===== src/rtl/dsram_bridge_if.sv =====
// Variable-latency memory port driven by dsram_bridge: req/addr_ok request
// handshake followed by a data_ok completion.
interface dsram_bridge_if #(
  parameter int ADDR_W = 32,
  parameter int DATA_W = 32
) ();
  logic              req;
  logic              we;
  logic [3:0]        wstrb;
  logic [ADDR_W-1:0] addr;
  logic [DATA_W-1:0] wdata;
  logic              addr_ok;
  logic              data_ok;
  logic [DATA_W-1:0] rdata;

  modport master (
    output req, we, wstrb, addr, wdata,
    input  addr_ok, data_ok, rdata
  );

  modport slave (
    input  req, we, wstrb, addr, wdata,
    output addr_ok, data_ok, rdata
  );
endinterface


===== src/rtl/dsram_bridge.sv =====
// CPU data-SRAM responder: one outstanding access forwarded to a req/addr_ok/data_ok port.
// Define DSRAM_WBUF_EN to add a one-entry posted write buffer.
module dsram_bridge #(
  parameter int ADDR_W = 32,
  parameter int DATA_W = 32
) (
  input  logic              clk,
  input  logic              resetn,
  input  logic              data_sram_en,
  input  logic [3:0]        data_sram_wen,
  input  logic [ADDR_W-1:0] data_sram_addr,
  input  logic [DATA_W-1:0] data_sram_wdata,
  output logic [DATA_W-1:0] data_sram_rdata,
  output logic              stallreq,
  dsram_bridge_if.master    mem
);

  typedef enum logic [1:0] {IDLE, REQ, WAIT, DONE} state_t;

  state_t            state_reg, state_next;
  logic [3:0]        wstrb_reg;
  logic [ADDR_W-1:0] addr_reg;
  logic [DATA_W-1:0] wdata_reg;
  logic [DATA_W-1:0] rdata_reg;
  logic              stall_reg, stall_next;
  logic              take_cpu;
  logic              complete;

`ifdef DSRAM_WBUF_EN
  // While wb_valid_reg is set the access registers hold the posted store.
  logic              wb_valid_reg, wb_valid_next;
  logic              pend_valid_reg, pend_valid_next;
  logic [3:0]        pend_wstrb_reg;
  logic [ADDR_W-1:0] pend_addr_reg;
  logic [DATA_W-1:0] pend_wdata_reg;
  logic              take_pend, pend_set, wb_set, wb_clr;
`endif

  always_ff @(posedge clk or negedge resetn) begin
    if (!resetn) state_reg <= IDLE;
    else         state_reg <= state_next;
  end

  always_comb begin
    state_next = state_reg;
    take_cpu   = 1'b0;
    complete   = 1'b0;
`ifdef DSRAM_WBUF_EN
    take_pend  = 1'b0;
    pend_set   = 1'b0;
    wb_set     = 1'b0;
    wb_clr     = 1'b0;
`endif
    case (state_reg)
      IDLE, DONE: begin
`ifdef DSRAM_WBUF_EN
        if (wb_valid_reg && state_reg == IDLE) begin
          state_next = REQ;
          if (data_sram_en && !pend_valid_reg) pend_set = 1'b1;
        end else begin
          if (state_reg == DONE && wb_valid_reg) wb_clr = 1'b1;
          if (pend_valid_reg) begin
            take_pend  = 1'b1;
            state_next = REQ;
          end else if (data_sram_en) begin
            take_cpu = 1'b1;
            if (|data_sram_wen) begin
              wb_set     = 1'b1;
              state_next = IDLE;
            end else begin
              state_next = REQ;
            end
          end else begin
            state_next = IDLE;
          end
        end
`else
        if (data_sram_en) begin
          take_cpu   = 1'b1;
          state_next = REQ;
        end else begin
          state_next = IDLE;
        end
`endif
      end
      REQ: begin
        if (mem.addr_ok) begin
          if (mem.data_ok) begin
            complete   = 1'b1;
            state_next = DONE;
          end else begin
            state_next = WAIT;
          end
        end
`ifdef DSRAM_WBUF_EN
        if (wb_valid_reg && data_sram_en && !pend_valid_reg) pend_set = 1'b1;
`endif
      end
      WAIT: begin
        if (mem.data_ok) begin
          complete   = 1'b1;
          state_next = DONE;
        end
`ifdef DSRAM_WBUF_EN
        if (wb_valid_reg && data_sram_en && !pend_valid_reg) pend_set = 1'b1;
`endif
      end
      default: state_next = IDLE;
    endcase

`ifdef DSRAM_WBUF_EN
    wb_valid_next   = wb_set ? 1'b1 : (wb_clr ? 1'b0 : wb_valid_reg);
    pend_valid_next = pend_set ? 1'b1 : (take_pend ? 1'b0 : pend_valid_reg);
    // A buffer drain is invisible to the CPU; only a queued access stalls it.
    stall_next = ((state_next == REQ || state_next == WAIT) && !wb_valid_next)
                 || pend_valid_next;
`else
    stall_next = (state_next == REQ || state_next == WAIT);
`endif
  end

  always_ff @(posedge clk or negedge resetn) begin
    if (!resetn) begin
      wstrb_reg      <= '0;
      addr_reg       <= '0;
      wdata_reg      <= '0;
      rdata_reg      <= '0;
      stall_reg      <= 1'b0;
`ifdef DSRAM_WBUF_EN
      wb_valid_reg   <= 1'b0;
      pend_valid_reg <= 1'b0;
      pend_wstrb_reg <= '0;
      pend_addr_reg  <= '0;
      pend_wdata_reg <= '0;
`endif
    end else begin
      if (take_cpu) begin
        wstrb_reg <= data_sram_wen;
        addr_reg  <= data_sram_addr;
        wdata_reg <= data_sram_wdata;
      end
`ifdef DSRAM_WBUF_EN
      else if (take_pend) begin
        wstrb_reg <= pend_wstrb_reg;
        addr_reg  <= pend_addr_reg;
        wdata_reg <= pend_wdata_reg;
      end
      if (pend_set) begin
        pend_wstrb_reg <= data_sram_wen;
        pend_addr_reg  <= data_sram_addr;
        pend_wdata_reg <= data_sram_wdata;
      end
      wb_valid_reg   <= wb_valid_next;
      pend_valid_reg <= pend_valid_next;
`endif
      if (complete && wstrb_reg == 4'b0000) rdata_reg <= mem.rdata;
      stall_reg <= stall_next;
    end
  end

  assign mem.req         = (state_reg == REQ);
  assign mem.we          = |wstrb_reg;
  assign mem.wstrb       = wstrb_reg;
  assign mem.addr        = addr_reg;
  assign mem.wdata       = wdata_reg;
  assign data_sram_rdata = rdata_reg;
  assign stallreq        = stall_reg;

endmodule


===== src/flat_wrapper.sv =====
// flat-port wrapper written by rule: the top's interface ports become plain ports
module dsram_bridge_flat 
#(
  parameter int ADDR_W = 32,
  parameter int DATA_W = 32
)
  (clk, resetn, data_sram_en, data_sram_wen, data_sram_addr, data_sram_wdata, data_sram_rdata, stallreq, mem_req, mem_we, mem_wstrb, mem_addr, mem_wdata, mem_addr_ok, mem_data_ok, mem_rdata);
  dsram_bridge_if #(.ADDR_W(ADDR_W), .DATA_W(DATA_W)) mem_i ();
  input  logic clk;
  input  logic resetn;
  input  logic data_sram_en;
  input  logic [3:0] data_sram_wen;
  input  logic [ADDR_W-1:0] data_sram_addr;
  input  logic [DATA_W-1:0] data_sram_wdata;
  output logic [DATA_W-1:0] data_sram_rdata;
  output logic stallreq;
  output wire logic [$bits(mem_i.req)-1:0] mem_req;
  output wire logic [$bits(mem_i.we)-1:0] mem_we;
  output wire logic [$bits(mem_i.wstrb)-1:0] mem_wstrb;
  output wire logic [$bits(mem_i.addr)-1:0] mem_addr;
  output wire logic [$bits(mem_i.wdata)-1:0] mem_wdata;
  input wire logic [$bits(mem_i.addr_ok)-1:0] mem_addr_ok;
  input wire logic [$bits(mem_i.data_ok)-1:0] mem_data_ok;
  input wire logic [$bits(mem_i.rdata)-1:0] mem_rdata;
  assign mem_req = mem_i.req;
  assign mem_we = mem_i.we;
  assign mem_wstrb = mem_i.wstrb;
  assign mem_addr = mem_i.addr;
  assign mem_wdata = mem_i.wdata;
  assign mem_i.addr_ok = mem_addr_ok;
  assign mem_i.data_ok = mem_data_ok;
  assign mem_i.rdata = mem_rdata;
  dsram_bridge #(.ADDR_W(ADDR_W), .DATA_W(DATA_W)) u_core (.clk(clk), .resetn(resetn), .data_sram_en(data_sram_en), .data_sram_wen(data_sram_wen), .data_sram_addr(data_sram_addr), .data_sram_wdata(data_sram_wdata), .data_sram_rdata(data_sram_rdata), .stallreq(stallreq), .mem(mem_i));
endmodule

===== config.mk =====
export PLATFORM = sky130hd
export DESIGN_NAME = dsram_bridge_flat
export DESIGN_NICKNAME = d
export VERILOG_FILES = /design/src/rtl/dsram_bridge_if.sv /design/src/rtl/dsram_bridge.sv /design/src/flat_wrapper.sv
export SDC_FILE = /design/constraint.sdc
export NUM_CORES = 1
export LEC_CHECK = 0
export BUFFER_PORTS_ARGS = -buffer_cell sky130_fd_sc_hd__buf_4
export CAP_MARGIN = 20
export CORE_UTILIZATION = 48
export CTS_CLUSTER_SIZE = 25
export DETAILED_ROUTE_END_ITERATION = 7
export GPL_ROUTABILITY_DRIVEN = 0
export PLACE_DENSITY = 0.91
export SLEW_MARGIN = 30
export SYNTH_ARGS = -nofsm -noshare
export SYNTH_HDL_FRONTEND = slang
export SYNTH_SLANG_ARGS = --single-unit

===== constraint.sdc =====
create_clock -name clk -period 4.8 [get_ports clk]
set_clock_uncertainty 0.1 [all_clocks]
set_input_delay 0.96 -clock clk [delete_from_list [all_inputs] [get_ports clk]]
set_output_delay 0.96 -clock clk [all_outputs]
set_load 0.02 [all_outputs]

Yosys cells after proc, flatten, opt, wreduce, memory -nomap -nowiden
Cells that the tools add are included.

storage, ports and cells
  word-level logic and storage cells = 27
  memories kept = 0
  memory bits (writable) = 0
  bits in registers = 103
  input port bits = 105
  bits in latches = 0
  memory bits (read-only) = 0
  output and inout bits = 103

operators by class
  multiply operators = 0
  bitwise operators = 0
  reduce and logical (&&, ||, !) cells = 6
  divide/modulo/power cells = 0
  $lt $le $gt $ge = 0
  add/sub/neg operators = 0
  equality and inequality tests = 5
  shift-type cells = 0
  multiplexer cells = 10

operator list
  cell                                                 count
  equality test 2 bit, second input constant           3
  2-to-1 mux 1 bit                                     6
  one-hot mux 2 bit (3 select lines)                   1
  equality test 2 x 1 -> 1 bit, second input constant  2
  logical NOT 4 bit                                    1
  2-to-1 mux 2 bit                                     2
  OR reduction 4 bit                                   1
  logical NOT 2 bit                                    1
  one-hot mux 1 bit (2 select lines)                   1
  OR reduction 2 bit                                   1
  logical AND 1 bit                                    1
  logical OR 1 bit                                     1

Depth between registers and ports, before layout
  word-level depth = 5
  mapped depth = 6
  depth with buffers taken out = 6

Worst setup path before layout
Ideal clock, no wire load.

  path kind = input -> register
  start point = input port data_sram_en
  end point = register u_core.wdata_reg[21], in the netlist u_core.mem.wdata[21]
  path slack = 2.565 ns
  stages on the path = 4
  setup time = 0.125 ns
  data required time = 4.575 ns
  arrival time = 2.010 ns
  buffers on the path = 2
  cell sequence = nand2_1 > buf_2 > buf_1 > mux2_2

between the ends
  longest elaborated chain between the ends = 2

ends and longest elaborated chain
  what                  RTL line             text
  start, declared       flat_wrapper.sv:11   input logic data_sram_en;
  2-to-1 mux 1 bit      dsram_bridge.sv:78   if (data_sram_en) begin
  2-to-1 mux 1 bit      dsram_bridge.sv:54   case (state_reg)
  end signal, assigned  dsram_bridge.sv:140  wdata_reg <= data_sram_wdata;
  end, declared         dsram_bridge.sv:23   logic [DATA_W-1:0] wdata_reg;

Every way passes these cells.
A chain may end at the register's enable or synchronous reset.

Worst setup path in the final report
  start point = register u_core.state_reg[0]
  end point = register u_core.addr_reg[14], in the netlist u_core.mem.addr[14]

between the ends
  longest elaborated chain between the ends = 3
  elaborated cells on any way between the ends = 4
  those cells by class = eq/ne: 1; mux: 1; reduce/logical: 2

ends and longest elaborated chain
  what                                                             RTL line             text
  start, declared                                                  dsram_bridge.sv:20   state_t state_reg, state_next;
  start signal, assigned                                           dsram_bridge.sv:41   else state_reg <= state_next;
  equality test 2 bit / logical NOT 2 bit (equally long branches)  dsram_bridge.sv:54
  OR reduction 2 bit *                                             dsram_bridge.sv:54
  2-to-1 mux 1 bit *                                               dsram_bridge.sv:54
  end signal, assigned                                             dsram_bridge.sv:139  addr_reg <= data_sram_addr;
  end, declared                                                    dsram_bridge.sv:22   logic [ADDR_W-1:0] addr_reg;

Every way passes the cells marked *; elsewhere a longest branch is shown, timed or not.

==> results.md <==
| Quantity | This run |
| --- | --- |
| CTS tree | built |
| Row count | 32 |
| Effective utilization at floorplan | 50.1% |
| End of the worst register-to-register path | u_core.mem.addr[14] |
| Fin crit share | 55.3% |
| Ys flop type | sky130_fd_sc_hd__dfrtp_1 |
| Clock period minus worst slack | 2.65 ns |
| Nature of the critical path startpoint | register |
| Post-detailed-route wirelength per cell | 15.6 µm |
| Slew Limit Headroom | 44.5% |
| Largest cells by area after synthesis | sky130_fd_sc_hd__dfrtp_1 (66%), sky130_fd_sc_hd__mux2_2 (29%), sky130_fd_sc_hd__ha_1 (0.96%) |
| Worst path arrival time | 2.78 ns |
| Reported max-cap violation count | 0 |
| Floorplan die height | 92.3 µm |
| Syn Inst Count | 232 |
| Combinational fraction of design power | 50.0% |
| Worst Slack Setup Final | 2.15 ns |
| Total gr overflow | 0 |
| Maximum fanout count along the critical path | 36 |
| Clock transition time at the flip-flop clock pins of the worst setup and hold paths | 0.09 ns |
| Reg area | 2580 µm² |
| Source of the worst register-to-register timing path | u_core.state_reg[0] |
| Peak per-stage delay on the critical path | 0.65 ns |
| Final number of hold-violating endpoints | 0 |
| Max-slew violation count | 0 |
| Post-detailed-route count of antenna-violating nets | 0 |
| Final-layout setup total negative slack | 0 ns |
| Wire length of the first global-routing pass | 13,400 µm |
| Layout cell share with drive strength beyond 1 | 73.7% |
| Switching fraction of total power | 37.3% |
| Worst setup path endpoint | u_core.mem.addr[14] |
| Drt first-iter violations | 76 |
| Vias | 2,688 |
| Worst-Skew Late Latency | 0.34 ns |
| Number of sinks on the clock net | 103 |
| Placed insts | 534 |
| Delay-heaviest family, CP | simple AND/OR/NAND/NOR gates |
| Net count of the finished layout | 551 |
| DRC violations left | 0 |
| Multi-input gate area in the final layout | 1270 µm² |
| Number of gates resized after CTS | 0 |
| Depth of the CTS H-tree | 3 |
| Number of filler instances in the final layout | 521 |
| FF+latch count, synth | 103 |
| Drt pass-1 iters | 3 |
| RSZ-0062 raised after global routing | no |
| Setup-violating endpoint count in the final report | 0 |
| Transition time of the tightest slew-check pin | 0.829 ns |
| Seq/Total Area, Yosys | 65.8% |
| Top cell type by total area after synthesis | sky130_fd_sc_hd__dfrtp_1 |
| Core area | 7810 µm² |
| Leak Pwr | 0.00282 µW |
| Die area | 8520 µm² |
| Critical Path Sink Type | register |
| Area Growth Syn to Fin | 47.2% |
| Worst hold-check slack | 0.411 ns |
| Dpl hpwl | 6540 µm |
| Hold Buf Count CTS | 0 |
| Cell-internal power | 2590 µW |
| Area share of the largest cell type after synthesis | 65.8% |
| Finished layout cell area | 5760 µm² |
| Maximum clock insertion buffer count | 2 |
| Via-per-instance ratio | 4.89 |
| Cell with the most instances after synthesis | sky130_fd_sc_hd__dfrtp_1 |
| Die width | 92.3 µm |
| Stages on worst setup path | 5 |
| Routed Wire Length | 8570 µm |
| Post-Syn Area | 3920 µm² |
| Min-Delay Path Class | reg -> reg |
| Start point of the critical path | u_core.state_reg[0] |
| Via count of the first global-routing pass | 2,828 |
| Finished Layout Cells | 550 |
| CTS Buf Count | 9 |
| Number of synthesis warnings | 0 |
| Worst EP required | 4.92 ns |
| Avg Cell Area, Syn | 16.9 µm² |
| Setup Slack @ Placement | 1.97 ns |
| Antenna violations before repair | 0 |
| Share of power burned in registers | 37.1% |
| Standard cell with the maximum stage delay on the critical path | sky130_fd_sc_hd__nand2_2 |
| Sw power | 1540 µW |
| Worst setup path class | reg -> reg |
| Buffers & Inverters on Critical Path | 2 |
| Global-route usage over all layers | 20.3% |
| Number of unique standard cell types used by synthesis | 17 |
| Power per cell area | 716 nW/µm² |
| Slack of the worst reg-to-reg path | 2.15 ns |
| Count of boundary I/O pins | 208 |
| Most instantiated cells after synthesis | sky130_fd_sc_hd__dfrtp_1 (103), sky130_fd_sc_hd__mux2_2 (101), sky130_fd_sc_hd__buf_1 (6) |
| Cells traversed along the worst timing path | inv_1 > ha_1 > nand2_2 > buf_4 > mux2_2 |
| Post-Synthesis Net Count | 340 |
| Clock network fraction of design power | 12.9% |
| Placed Area | 5560 µm² |
| Pin count of the biggest net entering global routing | 80 |
| Postcts setup bufs | 0 |
| Number of enable-type register cells in the synthesized netlist | 0 |
| Number of cell instances on the worst register-to-register path | 5 |
| Clock Tree Root | sky130_fd_sc_hd__clkbuf_8 |
| Result of the run | complete, no violations |
| Proportion of register bits with asynchronous set or reset after synthesis | 100% |
| IO buf count | 207 |
| Total inserted antenna cells | 0 |
| Maximum vdd drop | 0.435 mV |
| Achievable clock frequency | 0.377 GHz |
==> power by group through the flow <==
stage	clock network [µW]	logic (µW)	registers [µW]
after CTS	551	2090	1530
after floorplan	0	651	2050
after global routing	585	2180	1580
after detailed placement	0	2090	1550
final	533	2060	1530
after global placement	0	2030	1520
==> cells by family (layout without fill, tap and decap cells) <==
group | Yosys count | count (layout) | synth area share (%)
AOI/OAI and AO/OA | 6 | 6 | 0.895
adders and majority gates | 3 | 3 | 0.959
DFF | 103 | 103 | 65.8
and+or+nand+nor | 6 | 6 | 1.41
buffers and inverters | 13 | 229 | 1.85
muxes | 101 | 101 | 29.1
==> worst min path at each step <==
| stage | end | from | depth (start not counted) | slack (ns) |
|---|---|---|---|---|
| final | u_core.mem.addr[13] | u_core.mem.addr[13] | 1 | 0.41 |
| after detailed placement | u_core.mem.wdata[9] | u_core.mem.wdata[9] | 1 | 0.40 |
| after CTS | u_core.mem.wdata[9] | u_core.mem.wdata[9] | 1 | 0.42 |
| after global routing | u_core.data_sram_rdata[8] | u_core.data_sram_rdata[8] | 1 | 0.43 |
| after global placement | u_core.data_sram_rdata[13] | u_core.data_sram_rdata[13] | 1 | 0.39 |
| after floorplan | u_core.state_reg[0] | u_core.state_reg[0] | 2 | 0.52 |
==> layer usage <==
layer | up-vias | share of wire [%] | global-route usage [%]
met5 | - | 0 | 0
met2 | 126 | 52 | 35.0
li1 | 1240 | - | -
met3 | 10 | 8.6 | 5.75
met4 | 0 | 1.4 | 7.68
met1 | 1312 | 38 | 24.2
==> placed cells by master (no fill, tap or decap), types with 3 or more instances in the layout <==
cell and instances:
sky130_fd_sc_hd__clkinvlp_4 3, sky130_fd_sc_hd__inv_1 3, sky130_fd_sc_hd__clkbuf_8 10, sky130_fd_sc_hd__dfrtp_1 103
sky130_fd_sc_hd__a21oi_1 3, sky130_fd_sc_hd__mux2_2 101, sky130_fd_sc_hd__buf_4 209, sky130_fd_sc_hd__ha_1 3
==> layout make-up <==
cell class,instances,share of cell area (%)
flip-flops and latches,103,44.7
repair buffers,210,27.4
multi-input cells,116,22.0
clock buffers,11,2.45
well taps,102,2.21
clock inverters,5,0.999
inverters,3,0.195
==> stage by stage <==
stage | util [%] | power [µW]
after floorplan | - | 2700
after global placement | 71.2 | 3550
after detailed placement | 71.2 | 3630
after CTS | 73.8 | 4170
after global routing | 73.8 | 4340
final | 73.8 | 4130
==> worst reg2reg max path, cell delays in order, from the launching register on <==
cell and delay, ns:
sky130_fd_sc_hd__dfrtp_1 0.38, sky130_fd_sc_hd__inv_1 0.07, sky130_fd_sc_hd__ha_1 0.40, sky130_fd_sc_hd__nand2_2 0.65, sky130_fd_sc_hd__buf_4 0.52, sky130_fd_sc_hd__mux2_2 0.42
Power figures use the tool's default switching activity.
